File: src/rtl/bit_stream_pkg.sv
// Shared types and limits for the serial bit-stream transmitter.
package bit_stream_pkg;

  typedef enum logic [1:0] {IDLE, SHIFT, GAP} tx_state_t;

  localparam int MAX_GAP = 15;

endpackage

File: src/rtl/bit_stream_tx_if.sv
// Load handshake and serial stream signals of bit_stream_tx.
interface bit_stream_tx_if #(
  parameter int WIDTH = 8
);
  logic             load_valid;
  logic [WIDTH-1:0] load_data;
  logic             load_ready;
  logic             serial_out;
  logic             serial_valid;
  logic             busy;
  logic             done;

  modport master (
    output load_valid, load_data,
    input  load_ready, serial_out, serial_valid, busy, done
  );

  modport slave (
    input  load_valid, load_data,
    output load_ready, serial_out, serial_valid, busy, done
  );
endinterface

File: src/rtl/piso_shreg.sv
// Parallel-in/serial-out shift register, MSB first, zero fill on shift.
module piso_shreg #(
  parameter int WIDTH = 8
) (
  input  logic             clock,
  input  logic             reset,
  input  logic             load,
  input  logic             shift,
  input  logic [WIDTH-1:0] din,
  output logic             msb
);

  logic [WIDTH-1:0] shreg;

  always_ff @(posedge clock or negedge reset) begin
    if (!reset) begin
      shreg <= '0;
    end else if (load) begin
      shreg <= din;
    end else if (shift) begin
      shreg <= {shreg[WIDTH-2:0], 1'b0};
    end
  end

  assign msb = shreg[WIDTH-1];

endmodule

File: src/rtl/bit_stream_tx.sv
// Serial frame transmitter: IDLE accept, SHIFT WIDTH bits MSB-first, GAP idle cycles.
module bit_stream_tx #(
  parameter int WIDTH = 8,
  parameter int GAP   = 2
) (
  input  logic            clock,
  input  logic            reset,
  bit_stream_tx_if.slave  bus
);
  import bit_stream_pkg::*;

  localparam int BW        = $clog2(WIDTH);
  localparam int GAP_EFF   = (GAP > MAX_GAP) ? MAX_GAP : GAP;
  localparam logic [3:0] GAP_RELOAD = 4'((GAP_EFF > 0) ? GAP_EFF - 1 : 0);

  tx_state_t     state, state_nxt;
  logic [BW-1:0] bit_cnt;
  logic [3:0]    gap_cnt;
  logic          msb;
  logic          accept;
  logic          last_bit;

  // The enum literal GAP is shadowed by the parameter, so states are package-qualified.
  assign accept   = (state == bit_stream_pkg::IDLE) && bus.load_valid;
  assign last_bit = (state == bit_stream_pkg::SHIFT) && (bit_cnt == '0);

  always_ff @(posedge clock or negedge reset) begin
    if (!reset) begin
      state <= bit_stream_pkg::IDLE;
    end else begin
      state <= state_nxt;
    end
  end

  always_comb begin
    state_nxt        = state;
    bus.load_ready   = 1'b0;
    bus.serial_out   = 1'b0;
    bus.serial_valid = 1'b0;
    bus.busy         = 1'b0;
    unique case (state)
      bit_stream_pkg::IDLE: begin
        bus.load_ready = 1'b1;
        if (bus.load_valid) state_nxt = bit_stream_pkg::SHIFT;
      end
      bit_stream_pkg::SHIFT: begin
        bus.serial_out   = msb;
        bus.serial_valid = 1'b1;
        bus.busy         = 1'b1;
        if (bit_cnt == '0) begin
          state_nxt = (GAP_EFF > 0) ? bit_stream_pkg::GAP : bit_stream_pkg::IDLE;
        end
      end
      bit_stream_pkg::GAP: begin
        bus.busy = 1'b1;
        if (gap_cnt == '0) state_nxt = bit_stream_pkg::IDLE;
      end
      default: state_nxt = bit_stream_pkg::IDLE;
    endcase
  end

  // gap_cnt is loaded with GAP-1 so the GAP state lasts exactly GAP cycles.
  always_ff @(posedge clock or negedge reset) begin
    if (!reset) begin
      bit_cnt  <= '0;
      gap_cnt  <= '0;
      bus.done <= 1'b0;
    end else begin
      bus.done <= last_bit;
      if (accept) begin
        bit_cnt <= BW'(WIDTH - 1);
      end else if ((state == bit_stream_pkg::SHIFT) && (bit_cnt != '0)) begin
        bit_cnt <= bit_cnt - 1'b1;
      end
      if (last_bit) begin
        gap_cnt <= GAP_RELOAD;
      end else if ((state == bit_stream_pkg::GAP) && (gap_cnt != '0)) begin
        gap_cnt <= gap_cnt - 1'b1;
      end
    end
  end

  piso_shreg #(.WIDTH(WIDTH)) u_shreg (
    .clock (clock),
    .reset (reset),
    .load  (accept),
    .shift (state == bit_stream_pkg::SHIFT),
    .din   (bus.load_data),
    .msb   (msb)
  );

endmodule

File: src/flat_wrapper.sv
// flat-port wrapper written by rule: the top's interface ports become plain ports
module bit_stream_tx_flat import bit_stream_pkg::*;
#(
  parameter int WIDTH = 8,
  parameter int GAP   = 2
)
  (clock, reset, bus_load_valid, bus_load_data, bus_load_ready, bus_serial_out, bus_serial_valid, bus_busy, bus_done);
  bit_stream_tx_if #(.WIDTH(WIDTH)) bus_i ();
  input  logic clock;
  input  logic reset;
  input wire logic [$bits(bus_i.load_valid)-1:0] bus_load_valid;
  input wire logic [$bits(bus_i.load_data)-1:0] bus_load_data;
  output wire logic [$bits(bus_i.load_ready)-1:0] bus_load_ready;
  output wire logic [$bits(bus_i.serial_out)-1:0] bus_serial_out;
  output wire logic [$bits(bus_i.serial_valid)-1:0] bus_serial_valid;
  output wire logic [$bits(bus_i.busy)-1:0] bus_busy;
  output wire logic [$bits(bus_i.done)-1:0] bus_done;
  assign bus_i.load_valid = bus_load_valid;
  assign bus_i.load_data = bus_load_data;
  assign bus_load_ready = bus_i.load_ready;
  assign bus_serial_out = bus_i.serial_out;
  assign bus_serial_valid = bus_i.serial_valid;
  assign bus_busy = bus_i.busy;
  assign bus_done = bus_i.done;
  bit_stream_tx #(.WIDTH(WIDTH), .GAP(GAP)) u_core (.clock(clock), .reset(reset), .bus(bus_i));
endmodule
File: config.mk
export PLATFORM = sky130hd
export DESIGN_NAME = bit_stream_tx_flat
export DESIGN_NICKNAME = d
export VERILOG_FILES = /design/src/rtl/bit_stream_pkg.sv /design/src/rtl/bit_stream_tx_if.sv /design/src/rtl/piso_shreg.sv /design/src/rtl/bit_stream_tx.sv /design/src/flat_wrapper.sv
export SDC_FILE = /design/constraint.sdc
export NUM_CORES = 1
export LEC_CHECK = 0
export CORE_MARGIN = 1
export CORE_UTILIZATION = 60
export CTS_CLUSTER_DIAMETER = 60
export CTS_CLUSTER_SIZE = 12
export DETAILED_ROUTE_END_ITERATION = 8
export DONT_BUFFER_PORTS = 1
export PLACE_DENSITY = 0.77
export SYNTH_ARGS = -nofsm -noshare
export SYNTH_HDL_FRONTEND = slang
export SYNTH_SLANG_ARGS = --single-unit
File: constraint.sdc
create_clock -name clock -period 1.9 [get_ports clock]
set_input_delay 0.19 -clock clock [delete_from_list [all_inputs] [get_ports clock]]
set_output_delay 0.19 -clock clock [all_outputs]
set_load 0.005 [all_outputs]
# --- Word level (Yosys, flattened, before mapping) ---
# Cells that the tools add are included.
word_totals:
  reg_bits: 18
  inputBits: 11
  output_inout_bits: 5
  word_cells: 40
classes:
  n_addsub: 2
  n_eq_ne: 5
  muxes: 14
  reduce_logical: 14
ops:
  columns: ["op", "count"]
  rows:
  - ["2-to-1 mux 8 bit", 2]
  - ["2-to-1 mux 4 bit", 2]
  - ["2-to-1 mux 2 bit", 3]
  - ["2-to-1 mux 3 bit", 2]
  - ["case mux 2 bit (3 select lines)", 1]
  - ["nonzero test 2 bit", 3]
  - ["logical AND 1 bit", 4]
  - ["logical NOT 4 bit", 1]
  - ["2-to-1 mux 1 bit", 4]
  - ["!= test 2 x 1 -> 1 bit, second input constant", 2]
  - ["nonzero test 4 bit", 1]
  - ["subtractor 4 x 1 -> 4 bit, second input constant", 1]
  - ["logical NOT 3 bit", 1]
  - ["AND reduction 3 bit", 1]
  - ["nonzero test 3 bit", 1]
  - ["subtractor 3 x 1 -> 3 bit, second input constant", 1]
  - ["== test 2 x 1 -> 1 bit, second input constant", 1]
  - ["== test 2 bit, second input constant", 1]
  - ["logical NOT 2 bit", 1]
  - ["!= test 2 bit, second input constant", 1]
  - ["OR reduction 2 bit", 1]

# --- Depth between registers and ports, before layout ---
# Gate-level depths: netlist of the first run.
depth:
  word_depth: 4
  mapped_depth: 7
  depth_no_buf: 6

# --- Hierarchy ---
# Synthesis of the first run repeated with hierarchy kept, for this count alone.
unflattened:
  cells_unflattened: 98
  hier_area_um2: 980.9
by_module_without_submodules:
  columns: ["module", "n_inst", "cells_each", "area_per_inst_um2", "seq_area_each_um2"]
  rows:
  - ["bit_stream_tx", 1, 64, 611.8, 250.2]
  - ["piso_shreg", 1, 34, 369.1, 200.2]

# --- Least setup slack after synthesis of the first run ---
# OpenSTA, ideal clock, no wires.
synth_timing:
  kind: "reg-to-reg"
  startpoint: "register u_core.gap_cnt[0]"
  endpoint: "register u_core.state[1]"
  setup_time_ns: 0.128
  arrival_ns: 1.597
  required_time_ns: 1.772
  slack_ns: 0.175
  stages_incl_launch_ff: 6
  path_buffers: 0
  period_less_slack_ns: 1.725
  path_cell_list: "dfrtp_1 inv_1 ha_1 or3b_4 a222oi_1 mux2_1"
synth_between:
  elab_chain_cells: 3
synth_lines:
  columns: ["item", "line_no", "rtl"]
  rows:
  - ["start, declared", "bit_stream_tx.sv:18", "logic [3:0] gap_cnt;"]
  - ["start signal, assigned", "bit_stream_tx.sv:78", "gap_cnt <= gap_cnt - 1'b1;"]
  - ["logical NOT 4 bit", "bit_stream_tx.sv:56", "if (gap_cnt == '0) state_nxt = bit_stream_pkg::IDLE;"]
  - ["!= test 2 x 1 -> 1 bit (no line)", null, null]
  - ["AND reduction 3 bit (no line)", null, null]
  - ["end signal, assigned", "bit_stream_tx.sv:29", "state <= bit_stream_pkg::IDLE;"]
  - ["end signal, assigned", "bit_stream_tx.sv:31", "state <= state_nxt;"]
  - ["end, declared", "bit_stream_tx.sv:16", "tx_state_t state, state_nxt;"]
# No other way between the ends.
# A chain may end at the register's enable or synchronous reset.

# --- Final worst setup path of the first run ---
layout_timing:
  startpoint: "register u_core.gap_cnt[1]"
  endpoint: "register u_core.state[1]"
# Same word-level chain as after synthesis.

==> results.md, run 1 <==
* DRC Markers at 0
* Worst min path class: in -> reg
* CP startpoint: u_core.gap_cnt[1]
* Initial Util at 64.2%
* Routed length per instance at 13.7 µm
* Min Tclk post-route at 1.84 ns
* CP Capture Type: register
* Slew Limit Fails at 0
* Initial DRC Count at 15
* Slew @ Worst Pin at 0.781 ns
* Seq/Total Area, Yosys at 46.6%
* Final worst-path cycle share at 96.8%
* Worst path required time at 2.08 ns
* RSZ-0062 raised after global routing: false
* Port bufs at 0
* CTS clk-pin slew, worst paths at 0.10 ns
* VDD IR max at 0.000955 V
* Total number of vias at 705
* Vias in the first global route at 668
* H-Tree Depth at 1
* Max Freq at 544 MHz
* Cell area power density at 1640 mW/mm²
* Layout cells sized above 1 at 11.8%
* Switching power at 668 µW
* Worst hold path startpoint: bus_load_data[1]
* Global route overflow at 0
* Cell Int Power at 1060 µW
* Largest net degree at the start of global routing at 19
* Reg power frac at 39.2%
* Max Cap Viol at 0
* Antenna violations before repair at 0
* Clock Power Share at 13.4%
* CTS root buf: clkbuf_4
* Final Skew at 0.00234 ns
* Cts bufs inserted at 3
* Worst Setup Path Type: reg -> reg
* Sw frac at 38.6%
* Core Area at 0.00151 mm²
* GRT Overall Usage at 21.0%
* Postcts setup bufs at 0
* Ys Warns at 0
* Status: completed
* # nets final at 122
* First-pass GRT wire length at 2.84 mm
* Max Root-Sink Buffers at 2
* Synthesized net count at 116
* Synthesized area at 967 µm²
* Area delta synth->final at 9.18%
* Pwr Total at 1730 µW
* Post-synthesis register bit count at 18
* Die X-Extent at 42.2 µm
* Die Y at 42.2 µm
* Cells after synthesis at 97
* Leak Pwr at 0.000493 µW
* Final WL at 1.62 mm
* Setup violators final at 0
* Fin Setup TNS at 0 ns
* HPWL Detailed at 1.22 mm
* Combinational fraction of design power at 47.5%
* Die footprint at 0.00178 mm²
* Final RePlAce weighted congestion at 0.762
* FP Rows at 14
* Crit Path Max Fanout at 4
* Critical path arrival at 2.02 ns
* Number of fill cells at 116
* Clock sink total at 18
* Avg Cell Area, Syn at 9.97 µm²
* Final hold vios at 0
* Antenna Nets Post-Route at 0
* Diodes inserted at 0
* Placed insts at 113
* First drt pass iteration count at 4
* Worst r2r src: u_core.gap_cnt[1]
* IO Count at 16
* Vias per Instance at 5.97
* Clk Latency, worst-skew pair at 0.28 ns
* Startpoint Class: register
* Library cells used by synthesis at 28
* Final std cells w/o fill at 118
* Headroom to the max-slew limit at 47.8%
* CTS tree: done
## cells in the mapped netlist
master | n | area share, %
a211o_2 | 1 | 1.0
a21oi_1 | 10 | 5.2
a221oi_1 | 1 | 0.91
a222oi_1 | 1 | 1.0
a31o_2 | 1 | 0.91
a31oi_1 | 1 | 0.65
and2_1 | 1 | 0.65
and3_1 | 2 | 1.3
buf_2 | 1 | 0.52
clkbuf_1 | 2 | 0.78
dfrtp_1 | 18 | 47
ha_1 | 8 | 10
inv_1 | 11 | 4.3
mux2_1 | 1 | 1.2
mux2i_1 | 8 | 8.3
nand2_1 | 4 | 1.6
nand2b_1 | 1 | 0.65
nand3_1 | 4 | 2.1
nor2_1 | 9 | 3.5
nor2b_1 | 1 | 0.65
nor3_1 | 1 | 0.52
nor3b_1 | 1 | 0.78
nor4b_1 | 1 | 0.91
o21a_1 | 1 | 0.78
o21ai_0 | 4 | 2.1
o221ai_1 | 1 | 0.91
o311ai_0 | 1 | 0.91
or3b_4 | 1 | 1.2
## power by group through the flow
stage | registers, µW | clock network (µW) | logic [µW]
2_1_floorplan | 649 | 0 | 645
3_3_place_gp | 673 | 0 | 758
3_5_place_dp | 683 | 0 | 792
4_1_cts | 675 | 239 | 805
5_1_grt | 700 | 249 | 923
6_report | 677 | 231 | 820
## routing by layer
| layer | wire (µm) | up-vias | track usage (%) |
|---|---|---|---|
| met1 | 791 | 324 | 27.8 |
| met2 | 716 | 29 | 33.4 |
| met5 | 0 | - | 0 |
| met3 | 101 | 2 | 4.74 |
| met4 | 9 | 0 | 8.75 |
| li1 | - | 350 | - |
## per-stage QoR
stage / hold WS (ns) / area (µm²) / utilization, % / setup slack [ns]
final: 0.0551 / 1060 / 70.1 / 0.0602
after global routing: 0.0492 / 1060 / 70.1 / 0.0227
after CTS: 0.0464 / 1040 / 69.3 / 0.0524
after detailed placement: -0.105 / 997 / 66.2 / 0.0747
after global placement: -0.105 / 997 / 66.2 / 0.143
after floorplan: -0.106 / 967 / - / 0.175
## cell families (layout without fill, tap and decap cells)
| group | count (synthesis) | after routing | share of synthesized area (%) |
|---|---|---|---|
| compound gates | 22 | 22 | 14.4 |
| simple gates | 26 | 26 | 13.7 |
| mux | 9 | 9 | 9.44 |
| fa+ha+maj | 8 | 8 | 10.3 |
| flops | 18 | 18 | 46.6 |
| buf+inv | 14 | 19 | 5.56 |
## critical path: stages (launching register included)
cell and delay (ns):
dfrtp_1 0.40, inv_1 0.13, ha_4 0.15, or3b_4 0.40, a222oi_1 0.30, mux2_1 0.35
## repair_timing
item	4_1_cts	5_1_grt
endpoints found under the hold margin	18	0
hold buffers	1	0
resized for setup	0	3
setup endpoints to repair	0	1
## cells in the final DEF (no fill, tap or decap)
cell type and n:
nor3b_1 1, dlygate4sd3_1 1, nor4b_1 1, inv_1 10, nor2_1 9, a21oi_1 10, mux2_1 1, mux2i_1 8
inv_2 1, a31o_2 1, clkbuf_8 1, a222oi_1 1, a221oi_1 1, nor3_1 1, buf_4 3, nor2b_1 1
nand2b_1 1, ha_1 7, o21ai_0 4, or3b_4 1, and2_1 1, o221ai_1 1, a211o_2 1, o311ai_0 1
o21a_1 1, and3_1 2, a31oi_1 1, dfrtp_1 18, clkbuf_4 3, ha_4 1, nand2_1 4, nand3_1 4
## flip-flops by register name (all words and copies together) (netlist names)
name                  cells
u_core.gap_cnt            4
u_core.state              2
u_core.u_shreg.shreg      8
u_core.bus.done           1
u_core.bit_cnt            3
## path summary, 6_finish.rpt
kind	slack, ns	endpoint	depth (start not counted)
max	0.06	u_core.state[1]	5
min	0.06	u_core.u_shreg.shreg[1]	2
max reg2reg	0.06	u_core.state[1]	5
min reg2reg	0.53	u_core.u_shreg.shreg[0]	1
max in group asynchronous	1.00	u_core.u_shreg.shreg[0]	1
min in group asynchronous	0.41	u_core.bus.done	1
## layout make-up
type	count	area, µm²	share of cell area [%]
Multi-Input combinational cell	65	475	45.0
Sequential cell	18	450	42.7
Inverter	11	41.3	3.91
Clock buffer	4	36.3	3.44
Timing Repair Buffer	4	32.5	3.08
Tap cell	16	20.0	1.90
Power figures use the tool's default switching activity.
==> inputs of run 2 (changes only) <==
--- a/config.mk
+++ b/config.mk
@@ -8,3 +8,3 @@
 export CORE_MARGIN = 1
-export CORE_UTILIZATION = 60
+export CORE_UTILIZATION = 54
 export CTS_CLUSTER_DIAMETER = 60
@@ -13,3 +13,3 @@
 export DONT_BUFFER_PORTS = 1
-export PLACE_DENSITY = 0.77
+export PLACE_DENSITY = 0.73
 export SYNTH_ARGS = -nofsm -noshare
==> constraint.sdc (replaced) <==
create_clock -name clock -period 1.5 [get_ports clock]
set_input_delay 0.3 -clock clock [delete_from_list [all_inputs] [get_ports clock]]
set_output_delay 0.3 -clock clock [all_outputs]
set_load 0.005 [all_outputs]
==> results.md, run 2 (synthesis results as in run 1) <==
* Status: complete, but fails checks (was completed)
* Failing checks: setup timing
* Area delta synth->final at 38.3% (was 9.18%)
* Setup violators final at 7 (was 0)
* Startpoint Class: register (unchanged)
* Final hold vios at 0 (unchanged)
* Worst path required time at 1.68 ns (was 2.08 ns)
* Diodes inserted at 0 (unchanged)
* Cts bufs inserted at 3 (unchanged)
* Slew @ Worst Pin at 0.798 ns (was 0.781 ns)
* CTS clk-pin slew, worst paths at 0.10 ns (about the same)
* Largest register FFs at 8 (unchanged)
* Combinational fraction of design power at 60.7% (was 47.5%)
* Initial DRC Count at 15 (unchanged)
* Commonest non-fill, non-tap cell in the layout: buf_4 (was dfrtp_1)
* Worst Setup Path Type: reg -> reg (unchanged)
* Die Y at 44.3 µm (was 42.2 µm)
* Die X-Extent at 44.3 µm (was 42.2 µm)
* Clock Power Share at 10.1% (was 13.4%)
* HPWL Detailed at 1.38 mm (was 1.22 mm)
* Worst min path class: in -> reg (unchanged)
* Final worst-path cycle share at 117% (was 96.8%)
* First-pass GRT wire length at 3.38 mm (was 2.84 mm)
* Routed length per instance at 15.4 µm (was 13.7 µm)
* Largest Register: u_core.u_shreg.shreg (unchanged)
* CP peak stage delay at 0.42 ns (was 0.40 ns)
* Clk Latency, worst-skew pair at 0.29 ns (was 0.28 ns)
* Min Tclk post-route at 1.76 ns (was 1.84 ns)
* # nets final at 146 (was 122)
* Initial Util at 60.7% (was 64.2%)
* H-Tree Depth at 1 (unchanged)
* CTS tree: done (unchanged)
* Critical path arrival at 1.94 ns (was 2.02 ns)
* DRC Markers at 0 (unchanged)
* Clock sink total at 18 (unchanged)
* Switching power at 1110 µW (was 668 µW)
* GRT Overall Usage at 24.5% (was 21.0%)
* Antenna Nets Post-Route at 0 (unchanged)
* Global route overflow at 0 (unchanged)
* Core Area at 0.00159 mm² (was 0.00151 mm²)
* Slew Limit Fails at 0 (unchanged)
* Port bufs at 0 (unchanged)
* RSZ-0062 raised after global routing: true (was false)
* Crit Path Max Fanout at 2 (was 4)
* CP Capture Type: register (unchanged)
* Total number of vias at 827 (was 705)
* Most frequent cells in the layout: 21 x buf_4, 18 x dfrtp_1, 9 x nor2_1 (was 18 x dfrtp_1, 10 x inv_1, 10 x a21oi_1)
* CTS root buf: clkbuf_4 (unchanged)
* Vias in the first global route at 791 (was 668)
* Vias per Instance at 5.51 (was 5.97)
* Final Skew at 0.00256 ns (was 0.00234 ns)
* First drt pass iteration count at 4 (unchanged)
* Layout cells sized above 1 at 38.1% (was 11.8%)
* Antenna violations before repair at 0 (unchanged)
* Largest net degree at the start of global routing at 19 (unchanged)
* Critical path cell sequence: inv_2 > ha_4 > or3b_4 > a222oi_1 > mux2_1 (was inv_1 > ha_4 > or3b_4 > a222oi_1 > mux2_1)
* Pre-CTS setup slack at -0.215 ns (was 0.0747 ns)
* Final WL at 2.30 mm (was 1.62 mm)
* Headroom to the max-slew limit at 46.6% (was 47.8%)
* Worst setup margin at -0.262 ns (was 0.0602 ns)
* Cell area power density at 2210 mW/mm² (was 1640 mW/mm²)
* Finished Core Util at 83.9% (was 70.1%)
* Fin Setup TNS at -0.888 ns (was 0 ns)
* FP Rows at 14 (unchanged)
* Cell Int Power at 1850 µW (was 1060 µW)
* Max Cap Viol at 0 (unchanged)
* Final RePlAce weighted congestion at 0.820 (was 0.762)
* CP max stage cell: dfrtp_1 (unchanged)
* Leading registers by flop count: u_core.u_shreg.shreg: 8 flops, u_core.gap_cnt: 4 flops, u_core.bit_cnt: 3 flops (unchanged)
* Reg2reg setup slack at -0.26 ns (was 0.06 ns)
* IO Count at 16 (unchanged)
* Leak Pwr at 0.000632 µW (was 0.000493 µW)
* Reg power frac at 29.2% (was 39.2%)
* Max Root-Sink Buffers at 2 (unchanged)
* Die footprint at 0.00196 mm² (was 0.00178 mm²)
* Max Freq at 568 MHz (was 544 MHz)
* VDD IR max at 0.00153 V (was 0.000955 V)
* Sw frac at 37.6% (was 38.6%)
run 2: power groups by stage:
stage                     sequential (µW)  combinational (µW)  clock (µW)
after global placement                840                1250           0
final                                 866                1800         298
after detailed placement              848                1310           0
after global routing                  888                1960         324
after CTS                             850                1470         305
after floorplan                       827                 847           0
run 2: final timing paths:
check | from | to | depth (start not counted)
worst max register to register | u_core.gap_cnt[0] | u_core.state[1] | 5
worst min register to register | u_core.u_shreg.shreg[0] | u_core.u_shreg.shreg[0] | 1
worst max-delay path | u_core.gap_cnt[0] | u_core.state[1] | 5
min in group asynchronous | reset | u_core.state[1] | 1
max in group asynchronous | reset | u_core.state[0] | 1
worst min-delay path | bus_load_data[4] | u_core.u_shreg.shreg[4] | 2
run 2: cell type report:
class	instances	area, µm²
clock buffer	4	36.3
fill	86	256
inverter	11	41.3
multi-input combinational	65	532
sequential	18	450
tap	24	30.0
timing repair buffer	28	248
run 2: worst max-delay path: cells and delay by family, from the launching register on:
family          cells  cell delay, ns
flops               1            0.42
simple gates        1            0.39
mux                 1            0.36
compound gates      1            0.27
fa+ha+maj           1            0.12
buf+inv             1            0.08
run 2: metal layers:
| metal | GRT usage (%) | up-vias | routed length (µm) |
|---|---|---|---|
| li1 | - | 398 | - |
| met1 | 30.1 | 398 | 1000 |
| met3 | 5.71 | 6 | 81 |
| met2 | 40.6 | 25 | 1170 |
| met4 | 12.1 | 0 | 51 |
| met5 | 0 | - | 0 |
run 2: per-stage QoR:
step	power [µW]	std cells	instance area [µm²]	hold WS [ns]
final	2960	150	1340	0.159
after global placement	2090	134	1130	0.00477
after detailed placement	2160	134	1130	0.00478
after global routing	3180	150	1340	0.159
after floorplan	1670	97	982	0.00441
after CTS	2620	142	1230	0.154
run 2: timing repair:
| action | CTS | global route |
|---|---|---|
| endpoints found under the hold margin | 18 | 0 |
| setup endpoints to repair | 5 | 15 |
| resized for setup | 9 | 12 |
| pin swaps | 2 | 4 |
| gates cloned | 0 | 0 |
| hold buffers | 1 | 0 |
| setup buffers | 3 | 9 |
==> inputs of run 3 (changes only) <==
Settings changed: ABC_AREA set to 1.
==> results.md, run 3 <==
* Die X-Extent at 45.5 µm (was 44.3 µm)
* DRC Markers at 0 (unchanged)
* GRT Overall Usage at 18.9% (was 24.5%)
* Largest register FFs at 8 (unchanged)
* First drt pass iteration count at 4 (unchanged)
* Largest net degree at the start of global routing at 19 (unchanged)
* Clock sink total at 18 (unchanged)
* Diodes inserted at 0 (unchanged)
* Final WL at 1.86 mm (was 2.30 mm)
* CTS clk-pin slew, worst paths at 0.10 ns (about the same)
* Core Area at 0.00175 mm² (was 0.00159 mm²)
* Worst Setup Path Type: reg -> out (was reg -> reg)
* Cell taking the most area after synthesis: dfrtp_1 (unchanged)
* Prevailing post-synth register cell: dfrtp_1 (unchanged)
* Area after DPL at 0.00105 mm² (was 0.00113 mm²)
* Leading registers by flop count: u_core.u_shreg.shreg: 8 flops, u_core.gap_cnt: 4 flops, u_core.bit_cnt: 3 flops (unchanged)
* Post-synthesis register bit count at 18 (unchanged)
* Largest Register: u_core.u_shreg.shreg (unchanged)
* Commonest cells in the synthesized netlist: 28 x nand2_1, 25 x nand3_1, 18 x dfrtp_1 (was 18 x dfrtp_1, 11 x inv_1, 10 x a21oi_1)
* Post-synth EDFFs at 0 (unchanged)
* FP Rows at 15 (was 14)
* Status: completed (was complete, but fails checks)
* Total number of vias at 793 (was 827)
* Post-synth ARST share at 100% (unchanged)
* CP startpoint: u_core.state[1] (was u_core.gap_cnt[0])
* Max Root-Sink Buffers at 2 (unchanged)
* Most frequent cells in the layout: 27 x nand2_1, 25 x nand3_1, 17 x dfrtp_1 (was 21 x buf_4, 18 x dfrtp_1, 9 x nor2_1)
* Hold slack at 0.120 ns (was 0.159 ns)
* Die footprint at 0.00207 mm² (was 0.00196 mm²)
* VDD IR max at 0.00128 V (was 0.00153 V)
* Library cells used by synthesis at 20 (was 28)
* Global route overflow at 0 (unchanged)
* Number of fill cells at 147 (was 86)
* Synth top area cells: dfrtp_1 44%, nand3_1 12%, nand2_1 10%, ha_1 9.8%, inv_1 4.8% (was dfrtp_1 47%, ha_1 10%, mux2i_1 8.3%, a21oi_1 5.2%, inv_1 4.3%)
* CTS tree: done (unchanged)
* Worst Setup EP: bus_serial_out (was u_core.state[1])
* # nets final at 153 (was 146)
* Worst min path class: in -> reg (unchanged)
* Layout cells sized above 1 at 26.3% (was 38.1%)
* Area share of the largest cell type after synthesis at 44.2% (was 46.6%)
* Die Y at 45.5 µm (was 44.3 µm)
* Min Tclk post-route at 1.47 ns (was 1.76 ns)
* Worst path required time at 1.20 ns (was 1.68 ns)
* Slew @ Worst Pin at 0.807 ns (was 0.798 ns)
* Initial Util at 58.4% (was 60.7%)
* Pre-CTS setup slack at 0.116 ns (was -0.215 ns)
* First-pass GRT wire length at 2.82 mm (was 3.38 mm)
* Worst r2r src: u_core.state[0] (was u_core.gap_cnt[0])
* Worst r2r path cells at 7 (was 5)
* Final worst-path cycle share at 98.1% (was 117%)
* Commonest non-fill, non-tap cell in the layout: nand2_1 (was buf_4)
* Synthesized net count at 137 (was 116)
* Startpoint Class: register (unchanged)
* Vias per Instance at 5.02 (was 5.51)
* Clk Latency, worst-skew pair at 0.29 ns (about the same)
* Ys Warns at 0 (unchanged)
* Worst setup margin at 0.0285 ns (was -0.262 ns)
* Final hold vios at 0 (unchanged)
* Synthesized area at 0.00102 mm² (was 967 µm²)
* Port bufs at 0 (unchanged)
* H-Tree Depth at 1 (unchanged)
* Finished layout cell area at 0.00122 mm² (was 0.00134 mm²)
* Slew Limit Fails at 0 (unchanged)
* IO Count at 16 (unchanged)
* Cell area power density at 2010 mW/mm² (was 2210 mW/mm²)
* Reg2reg setup slack at 0.07 ns (was -0.26 ns)
* Antenna Nets Post-Route at 0 (unchanged)
* Avg Cell Area, Syn at 8.64 µm² (was 9.97 µm²)
* Pwr Total at 2450 µW (was 2960 µW)
* Leak Pwr at 0.000631 µW (was 0.000632 µW)
* Reg2reg end: u_core.u_shreg.shreg[6] (was u_core.state[1])
* Cells after synthesis at 118 (was 97)
* Final Skew at 0.00451 ns (was 0.00256 ns)
* Antenna violations before repair at 0 (unchanged)
* Seq/Total Area, Yosys at 44.2% (was 46.6%)
* Vias in the first global route at 649 (was 791)
* Most common cell in the netlist: nand2_1 (was dfrtp_1)
* HPWL Detailed at 1.25 mm (was 1.38 mm)
* Finished Core Util at 69.7% (was 83.9%)
* Critical path arrival at 1.17 ns (was 1.94 ns)
* Max Cap Viol at 0 (unchanged)
* Headroom to the max-slew limit at 46.0% (was 46.6%)
* CP Capture Type: primary output (was register)
* Routed length per instance at 11.8 µm (was 15.4 µm)
* Crit Path Max Fanout at 6 (was 2)
* Final RePlAce weighted congestion at 0.732 (was 0.820)
* Setup violators final at 0 (was 7)
* Max Freq at 680 MHz (was 568 MHz)
* Cts bufs inserted at 3 (unchanged)
* Area delta synth->final at 19.4% (was 38.3%)
* RSZ-0062 raised after global routing: true (unchanged)
* CTS root buf: clkbuf_4 (unchanged)
* Initial DRC Count at 19 (was 15)
[run 3: timing repair]
item | CTS | global route
setup buffers | 3 | 8
hold buffers | 1 | 0
resized for setup | 3 | 9
setup endpoints to repair | 1 | 11
pin swaps | 0 | 0
endpoints found under the hold margin | 18 | 0
[run 3: worst max-delay path, stage by stage, from the launching register on]
cell     delay, ns
dfrtp_1       0.40
inv_2         0.09
ha_4          0.17
buf_12        0.13
nand2_4       0.04
inv_2         0.05
[run 3: where the power goes]
part | internal [µW] | leakage, µW | switching, µW
combinational | 597 | 0.000392 | 711
clock | 148 | 0.0000210 | 147
sequential | 701 | 0.000218 | 148
total | 1450 | 0.000631 | 1010
[run 3: through the flow]
stage / cells / TNS, ns
6_report: 158 / 0
3_3_place_gp: 142 / 0
4_1_cts: 150 / 0
5_1_grt: 158 / -0.0357
2_1_floorplan: 118 / 0
3_5_place_dp: 142 / 0
[run 3: how the worst min path moves through the flow]
stage,startpoint,cells past startpoint,to,slack (ns)
floorplan,reset,0,u_core.bit_cnt[0],0.004
detailed placement,reset,0,u_core.gap_cnt[3],0.005
CTS,bus_load_data[0],2,u_core.u_shreg.shreg[0],0.11
finish,bus_load_data[0],2,u_core.u_shreg.shreg[0],0.12
global placement,reset,0,u_core.gap_cnt[3],0.005
global route,bus_load_data[0],2,u_core.u_shreg.shreg[0],0.11
[run 3: cell type report]
| type | count | area [µm²] | area share, % |
|---|---|---|---|
| multi-input cells | 82 | 518 | 42.5 |
| flip-flops and latches | 18 | 452 | 37.1 |
| repair buffers | 14 | 120 | 9.87 |
| inverters | 15 | 60.1 | 4.93 |
| clock buffers | 4 | 36.3 | 2.98 |
| well taps | 25 | 31.3 | 2.57 |
[run 3: kinds of logic after synthesis]
| logic type | after synthesis | share of synthesized area [%] |
|---|---|---|
| simple gates | 66 | 32.4 |
| compound gates | 7 | 4.54 |
| flops | 18 | 44.2 |
| buf+inv | 18 | 8.22 |
| xor+xnor | 1 | 0.859 |
| fa+ha+maj | 8 | 9.82 |
[run 3: layer usage]
| metal | vias to the layer above | wire [µm] | track usage (%) |
|---|---|---|---|
| met4 | 0 | 0 | 1.82 |
| met1 | 362 | 891 | 26.4 |
| li1 | 414 | - | - |
| met3 | 0 | 115 | 8.33 |
| met5 | - | 0 | 0 |
| met2 | 17 | 855 | 28.0 |
